`src/rtl/cpu6_bus_pkg.sv`:
```
// Shared state encodings, bus widths and fill values for the CPU6 external bus interface.
package cpu6_bus_pkg;

   localparam int ADDR_W = 16;
   localparam int DATA_W = 8;

   // Read data returned when an access is aborted by the bus timeout
   localparam logic [DATA_W-1:0] TIMEOUT_FILL = 8'hFF;

   typedef enum logic [1:0] {
      ST_IDLE   = 2'd0,
      ST_SETUP  = 2'd1,
      ST_ACCESS = 2'd2,
      ST_DONE   = 2'd3
   } bus_state_t;

endpackage

```
`src/rtl/cpu6_wait_counter.sv`:
```
// Loadable counter with a terminal-count flag; counts down to zero for wait states,
// or up towards a limit when used as the bus timeout.
module cpu6_wait_counter
   import cpu6_bus_pkg::*;
#(
   parameter int               WIDTH    = 4,
   parameter bit               UP       = 1'b0,
   parameter logic [WIDTH-1:0] TERMINAL = '0
) (
   input  logic             clock,
   input  logic             reset,
   input  logic             load,
   input  logic [WIDTH-1:0] load_value,
   input  logic             enable,
   output logic             at_terminal
);

   logic [WIDTH-1:0] count;

   always_ff @(posedge clock) begin
      if (reset) begin
         count <= '0;
      end else if (load) begin
         count <= load_value;
      end else if (enable) begin
         count <= UP ? count + WIDTH'(1) : count - WIDTH'(1);
      end
   end

   assign at_terminal = (count == TERMINAL);

endmodule

```
`src/rtl/cpu6_bus_interface.sv`:
```
// CPU6 external bus interface: sequences address setup, strobes, wait states and data return.
// Optional abort of stalled accesses is enabled by defining BUS_TIMEOUT_EN.
module cpu6_bus_interface
   import cpu6_bus_pkg::*;
#(
   parameter int WAIT_STATES = 1,
   parameter int TIMEOUT     = 255
) (
   input  logic              clock,
   input  logic              reset,
   input  logic              cpu_req,
   input  logic              cpu_write,
   input  logic [15:0]       cpu_address,
   input  logic [7:0]        cpu_wdata,
   output logic [7:0]        cpu_rdata,
   output logic              cpu_ready,
   output logic              cpu_busy,
   output logic              cpu_error,
   output logic [15:0]       mem_address,
   output logic [7:0]        mem_wdata,
   input  logic [7:0]        mem_rdata,
   output logic              mem_oe,
   output logic              mem_we,
   input  logic              mem_wait
);

   if (WAIT_STATES < 0 || WAIT_STATES > 15 || TIMEOUT < 2 || TIMEOUT > 255) begin : g_bad_params
      $error("cpu6_bus_interface: WAIT_STATES must be 0..15 and TIMEOUT 2..255");
   end

   bus_state_t state;
   logic       write_q;
   logic       wait_done;
   logic       normal_exit;

   cpu6_wait_counter #(
      .WIDTH    (4),
      .UP       (1'b0),
      .TERMINAL (4'd0)
   ) u_wait_counter (
      .clock       (clock),
      .reset       (reset),
      .load        (state == ST_SETUP),
      .load_value  (4'(WAIT_STATES)),
      .enable      ((state == ST_ACCESS) && !wait_done),
      .at_terminal (wait_done)
   );

   // mem_wait only counts once the programmed wait states have elapsed
   assign normal_exit = wait_done && !mem_wait;

`ifdef BUS_TIMEOUT_EN
   logic timeout_hit;
   logic timed_out;

   cpu6_wait_counter #(
      .WIDTH    (8),
      .UP       (1'b1),
      .TERMINAL (8'(TIMEOUT - 1))
   ) u_timeout_counter (
      .clock       (clock),
      .reset       (reset),
      .load        (state == ST_SETUP),
      .load_value  (8'd0),
      .enable      (state == ST_ACCESS),
      .at_terminal (timeout_hit)
   );
`endif

   always_ff @(posedge clock) begin
      if (reset) begin
         state       <= ST_IDLE;
         write_q     <= 1'b0;
         cpu_rdata   <= '0;
         cpu_ready   <= 1'b0;
         cpu_busy    <= 1'b0;
         cpu_error   <= 1'b0;
         mem_address <= '0;
         mem_wdata   <= '0;
         mem_oe      <= 1'b0;
         mem_we      <= 1'b0;
`ifdef BUS_TIMEOUT_EN
         timed_out   <= 1'b0;
`endif
      end else begin
         cpu_ready <= 1'b0;
         cpu_error <= 1'b0;
         case (state)
            ST_IDLE: begin
               if (cpu_req) begin
                  state       <= ST_SETUP;
                  cpu_busy    <= 1'b1;
                  write_q     <= cpu_write;
                  mem_address <= cpu_address;
                  if (cpu_write) begin
                     mem_wdata <= cpu_wdata;
                  end
               end
            end
            ST_SETUP: begin
               state  <= ST_ACCESS;
               mem_oe <= !write_q;
               mem_we <= write_q;
            end
            ST_ACCESS: begin
               if (normal_exit) begin
                  state  <= ST_DONE;
                  mem_oe <= 1'b0;
                  mem_we <= 1'b0;
                  if (!write_q) begin
                     cpu_rdata <= mem_rdata;
                  end
               end
`ifdef BUS_TIMEOUT_EN
               else if (timeout_hit) begin
                  state     <= ST_DONE;
                  mem_oe    <= 1'b0;
                  mem_we    <= 1'b0;
                  timed_out <= 1'b1;
                  if (!write_q) begin
                     cpu_rdata <= TIMEOUT_FILL;
                  end
               end
`endif
            end
            ST_DONE: begin
               // Address and write data stay on the bus through this cycle for hold time
               state     <= ST_IDLE;
               cpu_busy  <= 1'b0;
               cpu_ready <= 1'b1;
`ifdef BUS_TIMEOUT_EN
               cpu_error <= timed_out;
               timed_out <= 1'b0;
`endif
            end
            default: state <= ST_IDLE;
         endcase
      end
   end

endmodule

```
`config.mk`:
```
export PLATFORM = sky130hd
export DESIGN_NAME = cpu6_bus_interface
export DESIGN_NICKNAME = d
export VERILOG_FILES = /design/src/rtl/cpu6_bus_pkg.sv /design/src/rtl/cpu6_wait_counter.sv /design/src/rtl/cpu6_bus_interface.sv
export SDC_FILE = /design/constraint.sdc
export NUM_CORES = 1
export LEC_CHECK = 0
export ABC_AREA = 1
export BUFFER_PORTS_ARGS = -buffer_cell sky130_fd_sc_hd__buf_2
export CAP_MARGIN = 10
export CORE_MARGIN = 1
export CORE_UTILIZATION = 39
export CTS_BUF_LIST = sky130_fd_sc_hd__clkbuf_4
export DETAILED_ROUTE_END_ITERATION = 16
export GPL_ROUTABILITY_DRIVEN = 1
export HOLD_SLACK_MARGIN = 0.08
export PLACE_DENSITY = 0.72
export SKIP_CTS_REPAIR_TIMING = 1
export SYNTH_ARGS = -nofsm -noshare
export SYNTH_HDL_FRONTEND = slang
export SYNTH_SLANG_ARGS = --single-unit
```
`constraint.sdc`:
```
create_clock -name clock -period 1.3 [get_ports clock]
set_clock_uncertainty 0.1 [all_clocks]
set_input_delay 0.195 -clock clock [delete_from_list [all_inputs] [get_ports clock]]
set_output_delay 0.195 -clock clock [all_outputs]
set_load 0.01 [all_outputs]
```
[After elaboration in Yosys (flattened, before gate mapping)]
Cells that the tools add are included.
Word-level totals
  logic and storage cells: 46
  memory bits (read-only): 0
  output and inout bits: 37
  bits of input ports: 37
  bits in writable memories: 0
  flip-flop bits (word level): 43
  memories kept: 0
  latch bits: 0
Cells by class
  $add $sub $neg: 1
  mux-type cells: 11
  eq/ne operators: 5
  multiply operators: 0
  reduce and logical (&&, ||, !) cells: 17
  magnitude comparators: 0
  div/mod/pow operators: 0
  bitwise operators: 1
  shift operators: 0
Operators by type and width (count)
  $pmux W2 S4: 1
  $reduce_and A2 Y1: 4
  $pmux W1 S2: 3
  $reduce_and A3 Y1: 2
  $reduce_bool A2 Y1: 3
  $mux W1: 5
  $eq A2 B2 Y1 const B: 2
  $logic_not A4 Y1: 1
  $mux W2: 2
  $ne A2 B2 Y1 const B: 2
  $sub A4 B1 Y4 const B: 1
  $logic_not A1 Y1: 3
  $eq A2 B1 Y1 const B: 1
  $logic_and A1 B1 Y1: 2
  $logic_not A2 Y1: 1
  $reduce_or A2 Y1: 1
  $not A1 Y1: 1

[Depth between registers and ports, before layout]
  depth after elaboration: 5
  gate-level depth with buffers: 8
  mapped depth without buffers: 8

[Modules after synthesis]
Synthesis repeated with hierarchy kept, for this count alone.
Unflattened totals
  cell total of the unflattened synthesis: 249
  area total of the unflattened synthesis: 1866.8 µm²
Modules (own cells, without submodules)
  cpu6_bus_interface: seq. area each 780.7 µm², area an instance 1614.0 µm², cells each 209, instances 1
  cpu6_wait_counter: seq. area each 80.1 µm², area an instance 252.7 µm², cells each 40, instances 1

[Worst setup path after synthesis]
Ideal clock, no wire load.
  kind: flip-flop to flip-flop
  start: reg state[0]
  end: reg write_q
  library setup time: 0.070 ns
  arrival time: 1.168 ns
  setup slack: -0.039 ns
  clock period less this slack: 1.339 ns
  data required time: 1.130 ns
  buffers on the path: 1
  stages on the path, launching flop included: 7
  path through: dfxtp_1 > inv_1 > ha_1 > nand2_2 > clkbuf_1 > nand2_1 > a21oi_1
On the way
  word-level cells in the longest chain between the ends: 2
RTL lines
  start: declaration: line cpu6_bus_interface.sv:31  | bus_state_t state;
  start signal: assignment: line cpu6_bus_interface.sv:72  | state <= ST_IDLE;
  start signal: assignment: line cpu6_bus_interface.sv:91  | state <= ST_SETUP;
  start signal: assignment: line cpu6_bus_interface.sv:101  | state <= ST_ACCESS;
  $logic_not A2 Y1: line cpu6_bus_interface.sv:88  | case (state)
  $reduce_and A2 Y1 (no source line)
  end signal: assignment: line cpu6_bus_interface.sv:93  | write_q <= cpu_write;
  end: declaration: line cpu6_bus_interface.sv:32  | logic write_q;
No other way between the ends.
A chain may end at the register's enable or synchronous reset.

[Worst setup path after layout]
  start: reg state[1]
  end: reg cpu_busy
On the way
  word-level cells in the longest chain between the ends: 3
  elaborated cells between the ends (all ways): 6
  classes of those cells: eq/ne (2); mux (1); reduce/logical (3)
RTL lines
  $eq A2 B2 Y1 or $logic_not A2 Y1 (tied branches): line cpu6_bus_interface.sv:88
  $reduce_bool A2 Y1 (no source line) or $ne A2 B2 Y1 (tied branches)
  $reduce_and A2 Y1 (no source line)
  end signal: assignment: line cpu6_bus_interface.sv:76  | cpu_busy <= 1'b0;
  end signal: assignment: line cpu6_bus_interface.sv:92  | cpu_busy <= 1'b1;
  end signal: assignment: line cpu6_bus_interface.sv:129  | cpu_busy <= 1'b0;
  end: declaration: line cpu6_bus_interface.sv:17  | output logic cpu_busy,
Parallel ways exist; a longest one is shown, timed or not.

==> flow_summary_export.csv <==
group,metric,value,unit
place,hpwl,2.96,mm
synth,synth.net_count,277,
synth,syn_area,1800,um2
critical_path,crit_arrival,1.44,ns
route,drc,0,
final_layout,area_delta_synth_final,61.1,%
synth,synth_common_cells,"nor2_1, dfxtp_1, nand2_1, inv_1, nand3_1",
outcome,status,"complete, but fails checks",
place,portBuffers,72,
route,vias_per_cell,4.71,
final_layout,register_area,871,um2
timing,hold_viol_final,0,
global_route,grt-ovfl-total,0,
synth,synthMuxAreaShare,0,%
timing,final.setup.worst_slack,-0.000269,ns
synth,ys_seq_area_share,47.8,%
place,pre_cts_slack,-0.0695,ns
critical_path,cp-end-kind,"flop",
floorplan,initial_utilization,41.0,%
synth,synth_top_cell_by_area,"dfxtp_1",
cts,path_clk_slew,0.13,ns
synth,synth-compound-area-share,10.1,%
synth,ys_ff_latch,43,
synth,yosys_warnings,0,
synth,synthFlopType,"dfxtp_1",
timing,drv_slew,0,
power,ir_worst_vdd,847,uV
timing,hold_ws,0.0912,ns
critical_path,rr_worst_depth,7,
final_layout,layout.nets,401,
power,powerDensity,1710,nW/um2
synth,synth_fa_ha_area_share,4.17,%
cts,root_buffer,"clkbuf_4",
synth,ys_top_cells_by_area,"dfxtp_1, nor2_1, nand2_1, nand3_1, ha_1",
final_layout,diodes,0,
timing,post-route-min-period,1.30,ns
global_route,met3_usage,5.34,%
global_route,grt_pass1_wl,7.03,mm
critical_path,critPathMaxFanout,6,
run,drv_cap,0,
timing,grt_setup_unrepaired,"true",
cts,numCtsBuffers,5,
critical_path,setup.reg_to_reg.worst_slack,-0.0003,ns
critical_path,crit_type,"flop to flop",
global_route,met2_usage,30.6,%
synth,synth_cells,234,
cts,cts_tree,"done",
timing,period_share,100,%
critical_path,crit_required,1.44,ns
floorplan,rows,24,
global_route,grt_util_all_layers,17.8,%
place,place_congestion,0.826,
synth,synthArstFlopShare,0,%
route,drt-total-wl,4.94,mm
hold_path,hold_depth,5,
synth,syn_area_per_cell,7.69,um2
final_layout,multi_input_area,927,um2
cts,h-tree-depth,2,
synth,synth-xor-area-share,0,%
floorplan,dieHeight,69.9,um
global_route,grt_pass1_vias,1697,
route,drt_iter0_markers,44,
cts,clock_tree.buffer_depth,2,
outcome,violations,"negative setup slack",
synth,yosysUniqueCellTypes,24,
timing,max_freq,769,MHz
route,drtAntennaViolNets,0,
route,drt-pass1-iter-count,6,
route,wl_per_cell,12.0,um
synth,synth_top_area_share,47.8,%
global_route,grt_max_degree,15,
floorplan,core,4380,um2
synth,synth_edf_count,0,
global_route,antenna_found_initial,0,
global_route,grt.busiest_layer,"met2",
final_layout,drive_gt1_share,39.1,%
global_route,gr-usage-met1,20.9,%
final_layout,nFillCells,346,
synth,synthSimpleGateAreaFrac,30.3,%
floorplan,fp.dieW,69.9,um
timing,setup_viol_count_final,1,
route,dr_total_vias,1930,
critical_path,critPathLaunchType,"flop",
synth,synth_top_family_by_area,"simple AND/OR/NAND/NOR gates",
hold_path,hp-class,"input port to flop",
floorplan,ioPinCount,74,
synth,yosysMostFrequentCell,"nor2_1",
cts,clk_latency,0.34,ns
power,power_leakage,1.40,nW
floorplan,die_area,4890,um2
cts,clkSinkCount,43,
==> logic make-up (layout without fill, tap and decap cells) <==
group	count (synthesis)	count (layout)
flip-flops	43	43
other	1	1
AO/OA/AOI/OAI	35	35
AND/OR/NAND/NOR	118	119
adder cells (fa/ha/maj)	6	6
buffers and inverters	31	154
==> critical path, stage by stage (launching register included) <==
cell and delay [ns]:
dfxtp_4 0.40, inv_4 0.05, ha_4 0.16, nand2_4 0.10
inv_8 0.05, buf_6 0.13, o21ai_1 0.14, a21oi_1 0.07
==> final cells by class <==
class | count | area share, %
clock buffers | 6 | 1.55
inverters | 23 | 3.58
flip-flops and latches | 43 | 30.1
repair buffers | 124 | 29.5
clock inverters | 1 | 1.04
multi-input cells | 161 | 32.0
well taps | 52 | 2.25
==> registers in the layout (all words and copies together) (netlist names) <==
register              cells
cpu_ready                 1
cpu_rdata                 8
mem_wdata                 8
cpu_busy                  1
mem_we                    1
state                     2
write_q                   1
mem_address              16
u_wait_counter.count      4
mem_oe                    1
==> power by group <==
part           switching (mW)  leakage [nW]  internal (mW)
Combinational            1.24         0.998           1.06
Sequential              0.178         0.355           1.63
Clock                   0.420        0.0417          0.418
Total                    1.84          1.40           3.11
==> through the flow <==
step	area, um2	setup TNS (ns)	utilization, %	total power [mW]	cells
6_report	2900	-0.000269	66.1	4.94	410
5_1_grt	2900	-0.486	66.1	5.29	410
4_1_cts	2380	-0.945	54.3	4.43	371
3_5_place_dp	2300	-0.639	52.5	3.60	364
3_3_place_gp	2300	-0.201	52.5	3.57	364
2_1_floorplan	1810	-0.173	-	2.94	234
==> worst paths after layout <==
kind                             start                        end
max              state[1]$_SDFFE_PP0P_      cpu_busy$_SDFFE_PP0P_
min reg2reg  mem_wdata[6]$_SDFFE_PP0P_  mem_wdata[6]$_SDFFE_PP0P_
min                       mem_rdata[6]  cpu_rdata[6]$_SDFFE_PP0P_
max reg2reg      state[1]$_SDFFE_PP0P_      cpu_busy$_SDFFE_PP0P_
==> cells in the final DEF (no fill, tap or decap), drive strengths merged <==
cell         instances
a31oi                1
clkbuf               6
dlygate4sd3         34
ha                   6
a21boi               1
buf                 90
inv                 23
nand4                1
conb                 1
nand3b               2
o211ai               1
a21oi               14
nand2               37
bufinv               1
o21ai               18
dfxtp               43
nand3               19
nor2                60
==> metal layers <==
metal / routed length [um] / vias up
met5: 0 / -
met4: 71 / 0
met3: 249 / 8
met2: 2530 / 49
met1: 2090 / 884
li1: - / 989
Power figures use the tool's default switching activity.
